`src/rtl/audio_sram_sample_streamer_if.sv`:
```
// rtl/audio_sram_sample_streamer_if.sv - SRAM read port plus stereo sample stream bundle
interface audio_sram_sample_streamer_if #(
  parameter int ADDR_W = 17
);
  logic [ADDR_W-1:0] sram_address;
  logic              sram_chipselect;
  logic              sram_write;
  logic [3:0]        sram_byteenable;
  logic              sram_clken;
  logic [31:0]       sram_readdata;
  logic              out_valid;
  logic              out_ready;
  logic [15:0]       out_left;
  logic [15:0]       out_right;

  modport master (
    output sram_address, sram_chipselect, sram_write, sram_byteenable, sram_clken,
    input  sram_readdata,
    output out_valid, out_left, out_right,
    input  out_ready
  );

  modport slave (
    input  sram_address, sram_chipselect, sram_write, sram_byteenable, sram_clken,
    output sram_readdata,
    input  out_valid, out_left, out_right,
    output out_ready
  );
endinterface

```
`src/rtl/audio_sram_sample_streamer.sv`:
```
// rtl/audio_sram_sample_streamer.sv - fetches a word range from the audio SRAM into a
// small prefetch FIFO and presents each word as one stereo sample on a valid/ready stream
module audio_sram_sample_streamer #(
  parameter int ADDR_W     = 17,
  parameter int MEM_WORDS  = 80000,
  parameter int FIFO_DEPTH = 4
) (
  input  logic                         clk_i,
  input  logic                         reset_n_i,
  input  logic                         start_i,
  input  logic                         stop_i,
  input  logic                         loop_en_i,
  input  logic [ADDR_W-1:0]            base_addr_i,
  input  logic [ADDR_W-1:0]            num_words_i,
  output logic                         busy_o,
  output logic                         done_o,
  output logic [15:0]                  underrun_cnt_o,
  audio_sram_sample_streamer_if.master bus
);
  localparam int PTR_W = (FIFO_DEPTH > 1) ? $clog2(FIFO_DEPTH) : 1;
  localparam int CNT_W = PTR_W + 1;
  localparam int OCC_W = CNT_W + 1;

  typedef enum logic [1:0] {ST_IDLE, ST_FETCH, ST_DRAIN} state_e;

  state_e            state_q, state_d;
  logic [ADDR_W-1:0] base_q, base_d;
  logic [ADDR_W-1:0] len_q, len_d;
  logic [ADDR_W-1:0] addr_q, addr_d;
  logic [ADDR_W-1:0] remaining_q, remaining_d;
  logic              loop_q, loop_d;
  logic              inflight_q, inflight_d;
  logic              zero_done_q, zero_done_d;
  logic [PTR_W-1:0]  wr_ptr_q, wr_ptr_d;
  logic [PTR_W-1:0]  rd_ptr_q, rd_ptr_d;
  logic [CNT_W-1:0]  count_q, count_d;
  logic [15:0]       underrun_q, underrun_d;
  logic [31:0]       fifo_mem [FIFO_DEPTH];

  logic              issue;
  logic              push;
  logic              pop;
  logic              fifo_empty;
  logic              credit_ok;
  logic [OCC_W-1:0]  occupancy;
  logic [ADDR_W-1:0] addr_inc;
  logic [31:0]       head;

  assign fifo_empty = (count_q == '0);
  assign push       = inflight_q & ~stop_i;
  assign pop        = ~fifo_empty & bus.out_ready;
  // Credit includes the pop happening this cycle so a 2-deep FIFO sustains one sample per cycle.
  assign occupancy  = OCC_W'(count_q) + OCC_W'(inflight_q) - OCC_W'(pop);
  assign credit_ok  = (occupancy < OCC_W'(FIFO_DEPTH));
  assign addr_inc   = (addr_q == ADDR_W'(MEM_WORDS - 1)) ? '0 : addr_q + ADDR_W'(1);
  assign head       = fifo_mem[rd_ptr_q];

  always_comb begin
    state_d     = state_q;
    base_d      = base_q;
    len_d       = len_q;
    loop_d      = loop_q;
    addr_d      = addr_q;
    remaining_d = remaining_q;
    zero_done_d = 1'b0;
    issue       = 1'b0;

    case (state_q)
      ST_IDLE: begin
        if (start_i) begin
          if (num_words_i != '0) begin
            state_d     = ST_FETCH;
            base_d      = base_addr_i;
            len_d       = num_words_i;
            loop_d      = loop_en_i;
            addr_d      = base_addr_i;
            remaining_d = num_words_i;
          end else begin
            zero_done_d = 1'b1;
          end
        end
      end
      ST_FETCH: begin
        if (credit_ok) begin
          issue       = 1'b1;
          addr_d      = addr_inc;
          remaining_d = remaining_q - ADDR_W'(1);
          if (remaining_q == ADDR_W'(1)) begin
            if (loop_q) begin
              addr_d      = base_q;
              remaining_d = len_q;
            end else begin
              state_d = ST_DRAIN;
            end
          end
        end
      end
      ST_DRAIN: begin
        if (!inflight_q && fifo_empty) state_d = ST_IDLE;
      end
      default: state_d = ST_IDLE;
    endcase

    if (stop_i) begin
      state_d     = ST_IDLE;
      issue       = 1'b0;
      zero_done_d = 1'b0;
    end

    inflight_d = issue;
    wr_ptr_d   = wr_ptr_q + PTR_W'(push);
    rd_ptr_d   = rd_ptr_q + PTR_W'(pop);
    count_d    = count_q + CNT_W'(push) - CNT_W'(pop);
    if (stop_i) begin
      wr_ptr_d = '0;
      rd_ptr_d = '0;
      count_d  = '0;
    end

    underrun_d = underrun_q;
    if (state_q == ST_FETCH && bus.out_ready && fifo_empty && underrun_q != 16'hFFFF)
      underrun_d = underrun_q + 16'd1;
  end

  always_ff @(posedge clk_i or negedge reset_n_i) begin
    if (!reset_n_i) begin
      state_q     <= ST_IDLE;
      base_q      <= '0;
      len_q       <= '0;
      loop_q      <= 1'b0;
      addr_q      <= '0;
      remaining_q <= '0;
      inflight_q  <= 1'b0;
      zero_done_q <= 1'b0;
      wr_ptr_q    <= '0;
      rd_ptr_q    <= '0;
      count_q     <= '0;
      underrun_q  <= '0;
    end else begin
      state_q     <= state_d;
      base_q      <= base_d;
      len_q       <= len_d;
      loop_q      <= loop_d;
      addr_q      <= addr_d;
      remaining_q <= remaining_d;
      inflight_q  <= inflight_d;
      zero_done_q <= zero_done_d;
      wr_ptr_q    <= wr_ptr_d;
      rd_ptr_q    <= rd_ptr_d;
      count_q     <= count_d;
      underrun_q  <= underrun_d;
    end
  end

  always_ff @(posedge clk_i) begin
    if (push) fifo_mem[wr_ptr_q] <= bus.sram_readdata;
  end

  assign bus.sram_address    = issue ? addr_q : '0;
  assign bus.sram_chipselect = issue;
  assign bus.sram_write      = 1'b0;
  assign bus.sram_byteenable = 4'hF;
  assign bus.sram_clken      = 1'b1;
  assign bus.out_valid       = ~fifo_empty;
  assign bus.out_left        = fifo_empty ? 16'h0 : head[31:16];
  assign bus.out_right       = fifo_empty ? 16'h0 : head[15:0];

  assign busy_o         = (state_q != ST_IDLE);
  assign done_o         = zero_done_q |
                          (state_q == ST_DRAIN && !inflight_q && fifo_empty && !stop_i);
  assign underrun_cnt_o = underrun_q;
endmodule

```
`src/flat_wrapper.sv`:
```
// flat-port wrapper written by rule: the top's interface ports become plain ports
module audio_sram_sample_streamer_flat 
#(
  parameter int ADDR_W     = 17,
  parameter int MEM_WORDS  = 80000,
  parameter int FIFO_DEPTH = 4
)
  (clk_i, reset_n_i, start_i, stop_i, loop_en_i, base_addr_i, num_words_i, busy_o, done_o, underrun_cnt_o, bus_sram_address, bus_sram_chipselect, bus_sram_write, bus_sram_byteenable, bus_sram_clken, bus_sram_readdata, bus_out_valid, bus_out_left, bus_out_right, bus_out_ready);
  audio_sram_sample_streamer_if #(.ADDR_W(ADDR_W)) bus_i ();
  input  logic clk_i;
  input  logic reset_n_i;
  input  logic start_i;
  input  logic stop_i;
  input  logic loop_en_i;
  input  logic [ADDR_W-1:0] base_addr_i;
  input  logic [ADDR_W-1:0] num_words_i;
  output logic busy_o;
  output logic done_o;
  output logic [15:0] underrun_cnt_o;
  output wire logic [$bits(bus_i.sram_address)-1:0] bus_sram_address;
  output wire logic [$bits(bus_i.sram_chipselect)-1:0] bus_sram_chipselect;
  output wire logic [$bits(bus_i.sram_write)-1:0] bus_sram_write;
  output wire logic [$bits(bus_i.sram_byteenable)-1:0] bus_sram_byteenable;
  output wire logic [$bits(bus_i.sram_clken)-1:0] bus_sram_clken;
  input wire logic [$bits(bus_i.sram_readdata)-1:0] bus_sram_readdata;
  output wire logic [$bits(bus_i.out_valid)-1:0] bus_out_valid;
  output wire logic [$bits(bus_i.out_left)-1:0] bus_out_left;
  output wire logic [$bits(bus_i.out_right)-1:0] bus_out_right;
  input wire logic [$bits(bus_i.out_ready)-1:0] bus_out_ready;
  assign bus_sram_address = bus_i.sram_address;
  assign bus_sram_chipselect = bus_i.sram_chipselect;
  assign bus_sram_write = bus_i.sram_write;
  assign bus_sram_byteenable = bus_i.sram_byteenable;
  assign bus_sram_clken = bus_i.sram_clken;
  assign bus_i.sram_readdata = bus_sram_readdata;
  assign bus_out_valid = bus_i.out_valid;
  assign bus_out_left = bus_i.out_left;
  assign bus_out_right = bus_i.out_right;
  assign bus_i.out_ready = bus_out_ready;
  audio_sram_sample_streamer #(.ADDR_W(ADDR_W), .MEM_WORDS(MEM_WORDS), .FIFO_DEPTH(FIFO_DEPTH)) u_core (.clk_i(clk_i), .reset_n_i(reset_n_i), .start_i(start_i), .stop_i(stop_i), .loop_en_i(loop_en_i), .base_addr_i(base_addr_i), .num_words_i(num_words_i), .busy_o(busy_o), .done_o(done_o), .underrun_cnt_o(underrun_cnt_o), .bus(bus_i));
endmodule
```
`config.mk`:
```
export PLATFORM = sky130hd
export DESIGN_NAME = audio_sram_sample_streamer_flat
export DESIGN_NICKNAME = d
export VERILOG_FILES = /design/src/rtl/audio_sram_sample_streamer_if.sv /design/src/rtl/audio_sram_sample_streamer.sv /design/src/flat_wrapper.sv
export SDC_FILE = /design/constraint.sdc
export NUM_CORES = 1
export LEC_CHECK = 0
export CAP_MARGIN = 20
export CORE_MARGIN = 2
export CORE_UTILIZATION = 39
export CTS_CLUSTER_DIAMETER = 200
export CTS_CLUSTER_SIZE = 8
export DETAILED_ROUTE_END_ITERATION = 10
export GPL_ROUTABILITY_DRIVEN = 1
export GPL_TIMING_DRIVEN = 1
export PLACE_DENSITY_LB_ADDON = 0.1
export SYNTH_ARGS = -nofsm -noshare
export SYNTH_HDL_FRONTEND = slang
export SYNTH_SLANG_ARGS = --single-unit
```
`constraint.sdc`:
```
create_clock -name clk_i -period 4.55 [get_ports clk_i]
set_input_delay 0.455 -clock clk_i [delete_from_list [all_inputs] [get_ports clk_i]]
set_output_delay 0.455 -clock clk_i [all_outputs]
set_load 0.01 [all_outputs]
```
# [Word-level counts from Yosys, hierarchy flattened]
# Memory sizes are Yosys's and may differ from the RTL's.
# Index checks and enable logic that the tools add are counted.
# W data, S select, Z words.
[classes] add_sub_neg=9 magnitude_cmp=1 eq_ne=14 muxes=36 n_bitwise=5 reduce_logical=17
[ops] op="$mux W17" count=12
[ops] op="$pmux W17 S2" count=2
[ops] op="$mux W16" count=2
[ops] op="$mux W2" count=9
[ops] op="$add A17 B1 Y17 const B" count=1
[ops] op="$eq A17 B1 Y1 const B" count=1
[ops] op="$eq A17 B17 Y1 const B" count=1
[ops] op="$reduce_bool A17 Y1" count=1
[ops] op="$sub A17 B1 Y17 const B" count=1
[ops] op="$add A16 B1 Y16 const B" count=1
[ops] op="$ne A16 B16 Y1 const B" count=1
[ops] op="$ne A3 B2 Y1 const B" count=4
[ops] op="$mux W1" count=9
[ops] op="$logic_and A1 B1 Y1" count=7
[ops] op="$ne A3 B3 Y1 const B" count=2
[ops] op="$pmux W2 S3" count=1
[ops] op="$reduce_and A6 Y1" count=1
[ops] op="$add A2 B1 Y2" count=2
[ops] op="$add A3 B1 Y4" count=1
[ops] op="$lt A4 B3 Y1 const B" count=1
[ops] op="$ne A2 B1 Y1 const B" count=2
[ops] op="$reduce_and A4 Y1" count=1
[ops] op="$reduce_bool A2 Y1" count=2
[ops] op="$sub A4 B1 Y4" count=1
[ops] op="other kinds (13)" count=16
[word_totals] reg_bits=96 ramBits=128 inputBits=72 out_inout_bits=75 elab_cells=95 n_memories=1
[mem_list] name="u_core.fifo_mem" depth=4 width=32 rd=1 rd_ports_with_merged_regs=0 wr=1 line_no="audio_sram_sample_streamer.sv:38" source="logic [31:0] fifo_mem [FIFO_DEPTH];"

# [Logic depth before layout (Yosys ltp)]
[logic_depth] depth_word=9 depth_mapped=11 ltp_nobuf=9

# [Least setup slack after synthesis]
# OpenSTA, ideal clock, no wires.
[synth_path] path_type="input -> register" from="in stop_i" to="mem u_core.fifo_mem[0][0], enable pin" setup_ns=0.468 t_arrival_ns=3.133 t_required_ns=4.082 path_slack_ns=0.949 path_stages=2 path_buffers=0 cell_sequence="nor2b_1 -> nor3b_1"
[synth_via] elab_chain_len=4
[synth_rtl] element="start: declaration" line_no="flat_wrapper.sv:13" source="input logic stop_i;"
[synth_rtl] element="$not A1 Y1" line_no="audio_sram_sample_streamer.sv:50" source="assign push = inflight_q & ~stop_i;"
[synth_rtl] element="$and A1 B1 Y1" line_no="audio_sram_sample_streamer.sv:50"
[synth_rtl] element="$mux W1" line_no="audio_sram_sample_streamer.sv:156" source="if (push) fifo_mem[wr_ptr_q] <= bus.sram_readdata;"
[synth_rtl] element="$mux W1 (implied by the code)" line_no="audio_sram_sample_streamer.sv:156"
[synth_rtl] element="end: declaration" line_no="audio_sram_sample_streamer.sv:38"
# Every way passes these cells.

# [Worst setup path in the final report]
[layout_path] from="reg u_core.count_q[2]" to="out bus_sram_address[13]"
[layout_via] elab_chain_len=9 elab_cells_between_ends=10 cone_classes="add/sub: 2; order compare: 1; mux: 4; bitwise: 2; reduce/logical: 1"
[layout_rtl] element="start: declaration" line_no="audio_sram_sample_streamer.sv:36" source="logic [CNT_W-1:0] count_q, count_d;"
[layout_rtl] element="start signal: assignment" line_no="audio_sram_sample_streamer.sv:150" source="count_q <= count_d;"
[layout_rtl] element="branches (longest 3 deep; another with $add A3 B1 Y4)"
[layout_rtl] element="$sub A4 B1 Y4 *" line_no="audio_sram_sample_streamer.sv:53" source="assign occupancy = OCC_W'(count_q) + OCC_W'(inflight_q) - OCC_W'(pop);"
[layout_rtl] element="$lt A4 B3 Y1 *" line_no="audio_sram_sample_streamer.sv:54" source="assign credit_ok = (occupancy < OCC_W'(FIFO_DEPTH));"
[layout_rtl] element="$mux W1 *" line_no="audio_sram_sample_streamer.sv:84" source="if (credit_ok) begin"
[layout_rtl] element="$mux W1 *" line_no="audio_sram_sample_streamer.sv:68" source="case (state_q)"
[layout_rtl] element="$mux W1 *" line_no="audio_sram_sample_streamer.sv:104" source="if (stop_i) begin"
[layout_rtl] element="$mux W17 *" line_no="audio_sram_sample_streamer.sv:159" source="assign bus.sram_address = issue ? addr_q : '0;"
[layout_rtl] element="end: declaration" line_no="flat_wrapper.sv:20" source="output wire logic [$bits(bus_i.sram_address)-1:0] bus_sram_address;"
# Mark *: on every way between the ends.

==> flow_summary_export.csv <==
group,metric,value,unit
outcome,status,"finished clean",
drt,detailedRoute.firstPassIterationCount,5,
synthesis,synthArstFlopShare,42.9,%
cells_and_area,finalCoreUtilization,50.5,%
clocking,cts_tree,"done",
global_routing,grt_antenna_before_repair,1,
synthesis,synthesis.instances,758,
setup_path,worst_setup_path_endpoint,"bus_sram_address[13]",
floorplan,cell_row_count,58,
placement,post-dp-hpwl,15900,um
synthesis,ys.warnings.count,0,
clocking,cts_post_setup_buffers_inserted,0,
sta,final.setup.tns,0,ns
setup_path,startpoint,"u_core.count_q[2]",
sta,slew_violations,0,
setup_path,data_required_critical_path,4.09,ns
synthesis,synth.area.top_cells,"edfxtp_1, dfrtp_1, mux4_2",
cells_and_area,area_growth,26.3,%
setup_path,worst_setup_path_category,"reg2out",
global_routing,grt_start_max_net_pins,70,
synthesis,commonest_register_cell_after_synthesis,"edfxtp_1",
synthesis,register_area_share_after_synthesis,61.7,%
placement,gp_routability_congestion,0.837,
clocking,ctsResizeCount,0,
global_routing,number_of_global_route_vias_before_repair,6980,
synthesis,post_synth_edffs,128,
setup_path,worst_ep_arrival_time,3.79,ns
synthesis,postSynthAreaPerCell,13.4,sq um
setup_path,timing.critical_path.fanout_max,10,
setup_path,timing.reg2reg.worst_path_depth,9,
floorplan,io_pins,147,
sta,tightestPinTransition,0.935,ns
global_routing,globalRouteTotalUtil,18.1,%
sta,grt_setup_unrepaired,"no",
floorplan,floorplan.core_area,0.0253,sq mm
clocking,clockBufferDepth,3,
clocking,number_of_cts_inserted_buffers,31,
clocking,path_clk_slew,0.05,ns
synthesis,post_synth_num_cell_types,62,
sta,hold_viol_final,0,
setup_path,worstSetupEndpointType,"output port",
synthesis,biggest_area_consumer_among_synthesized_cells,"edfxtp_1",
cells_and_area,multi_input_comb_area,0.00365,sq mm
floorplan,die_h,165,um
sta,worst_clock_skew,0.00899,ns
run,maxCapViolations,0,
sta,period_needed,4.25,ns
clocking,worstSkewPairLatency,0.54,ns
cells_and_area,num-nets-final,992,
min_path,hp-class,"in2async",
sta,final_critical_path_share_of_the_clock_period,93.3,%
placement,io_buffers,140,
floorplan,start_util,40.0,%
clocking,root_buffer,"clkbuf_16",
synthesis,synth_largest_type_area_fraction,38.0,%
clocking,ctsHtreeMaxLevel,1,
sta,setup_viol_count_final,0,
cells_and_area,layout-drive-gt1-share,14.7,%
drt,drc,0,
global_routing,gr-max-usage-layer,"met2",
synthesis,area_of_the_mapped_netlist,0.0101,sq mm
drt,avgViaCountPerCell,5.43,
drt,route.vias.total,6840,
drt,routed_len_inst,19.4,um
sta,achievable-frequency,236,MHz
global_routing,grt_first_pass_wirelength,38500,um
cells_and_area,fill_cells,2176,
setup_path,ff2ff_setup_slack,1.51,ns
drt,drt-initial-drc-count,427,
drt,detail-route-antenna-nets,0,
sta,slew_headroom,37.7,%
drt,route.final.wire_length,24500,um
power,cellPowerDensity,532,mW/mm^2
synthesis,synth_seq_cells,224,
global_routing,met3_track_utilization_from_global_routing,3.95,%
power,power_leakage,4.61,nW
global_routing,globalRouteMet1Util,23.7,%
setup_path,crit_path_start_kind,"register",
floorplan,die-width,165,um
global_routing,grt_use_met2,30.6,%
cells_and_area,final_common_cell,"clkdlybuf4s50_1",
cells_and_area,layout.cells.most_common_list,"clkdlybuf4s50_1, edfxtp_1, dfrtp_1",
clocking,postCtsHoldBufs,0,
global_routing,overflow,0,
setup_path,timing.rr.end,"u_core.addr_q[1]",
cells_and_area,regArea,0.00625,sq mm
setup_path,critical_path.reg2reg.startpoint,"u_core.count_q[2]",
power,worst_ir_drop_vdd,283,uV
sta,hold-worst-slack,0.0456,ns
clocking,cts_sinks,224,
floorplan,die_area,0.0273,sq mm
through the flow:
| step | worst slack (ns) | power (W) | cells | area (sq um) |
|---|---|---|---|---|
| floorplan | 0.949 | 0.00389 | 762 | 10100 |
| global placement | 0.588 | 0.00473 | 1207 | 11900 |
| detailed placement | 0.488 | 0.00479 | 1207 | 11900 |
| CTS | 0.293 | 0.00688 | 1259 | 12800 |
| global route | 0.0928 | 0.00719 | 1259 | 12800 |
| finish | 0.304 | 0.00681 | 1260 | 12800 |
power breakdown:
part | total (W) | switching (W) | internal [W] | leakage [nW]
logic | 0.00204 | 0.000986 | 0.00105 | 1.87
registers | 0.00270 | 0.000301 | 0.00240 | 2.33
clock network | 0.00206 | 0.000815 | 0.00125 | 0.410
total | 0.00681 | 0.00210 | 0.00471 | 4.61
registers in the layout, indices dropped and copies added, names as in the netlist, 3 cells and up:
name / flops
u_core.fifo_mem: 128
u_core.addr_q: 17
u_core.count_q: 3
u_core.base_q: 17
u_core.remaining_q: 17
u_core.len_q: 17
u_core.underrun_cnt_o: 16
synthesized netlist by cell type, drive strengths merged (19+ instances only):
cell type	n
edfxtp	128
dfrtp	96
nor2	49
nand2	48
nor2b	41
mux2	33
o21ai	33
mux4	32
a21oi	29
clkbuf	29
xnor2	27
nor3	19
metal layers:
layer | vias up | wire length, um | share of wire [%]
li1 | 3137 | - | -
met1 | 3439 | 10500 | 43
met2 | 222 | 11900 | 49
met3 | 42 | 1530 | 6.2
met4 | 0 | 492 | 2.0
met5 | - | 0 | 0
how the worst min path moves through the flow:
stage	endpoint	cells past startpoint	slack (ns)
2_1_floorplan	u_core.addr_q[0]	0	0.16
3_5_place_dp	u_core.base_q[14]	1	0.48
3_3_place_gp	u_core.base_q[14]	1	0.46
6_report	u_core.remaining_q[7]	1	0.05
5_1_grt	u_core.len_q[5]	1	0.12
4_1_cts	u_core.underrun_cnt_o[0]	1	0.09
layout make-up:
class,instances,area share (%)
Sequential cell,224,48.9
Inverter,14,0.411
Clock inverter,1,0.0685
Antenna cell,1,0.0196
Multi-Input combinational cell,478,28.6
Tap cell,330,3.23
Clock buffer,51,6.65
Timing Repair Buffer,161,12.2
worst max-delay path, cell delays in order (launching register included):
cell             delay [ns]
dfrtp_1                0.43
inv_1                  0.07
ha_1                   0.33
or3b_2                 0.45
a311oi_1               0.34
a211o_1                0.25
nand2_1                0.23
nor2_1                 0.26
buf_4                  0.20
and2_1                 0.14
clkdlybuf4s50_1        0.54
cells by family (layout without fill, tap and decap cells):
family                   Yosys count  count (layout)  synth area share [%]
AO/OA/AOI/OAI                    123             123                  7.98
XOR/XNOR                          38              38                  3.29
adder cells (fa/ha/maj)           10              10                  1.31
buffers and inverters             60             227                  2.72
flip-flops                       224             224                  61.7
multiplexers                      65              65                  10.8
other                              2               7                0.0742
AND/OR/NAND/NOR                  236             236                  12.1
No activity file was read; power rests on OpenSTA's default activity.
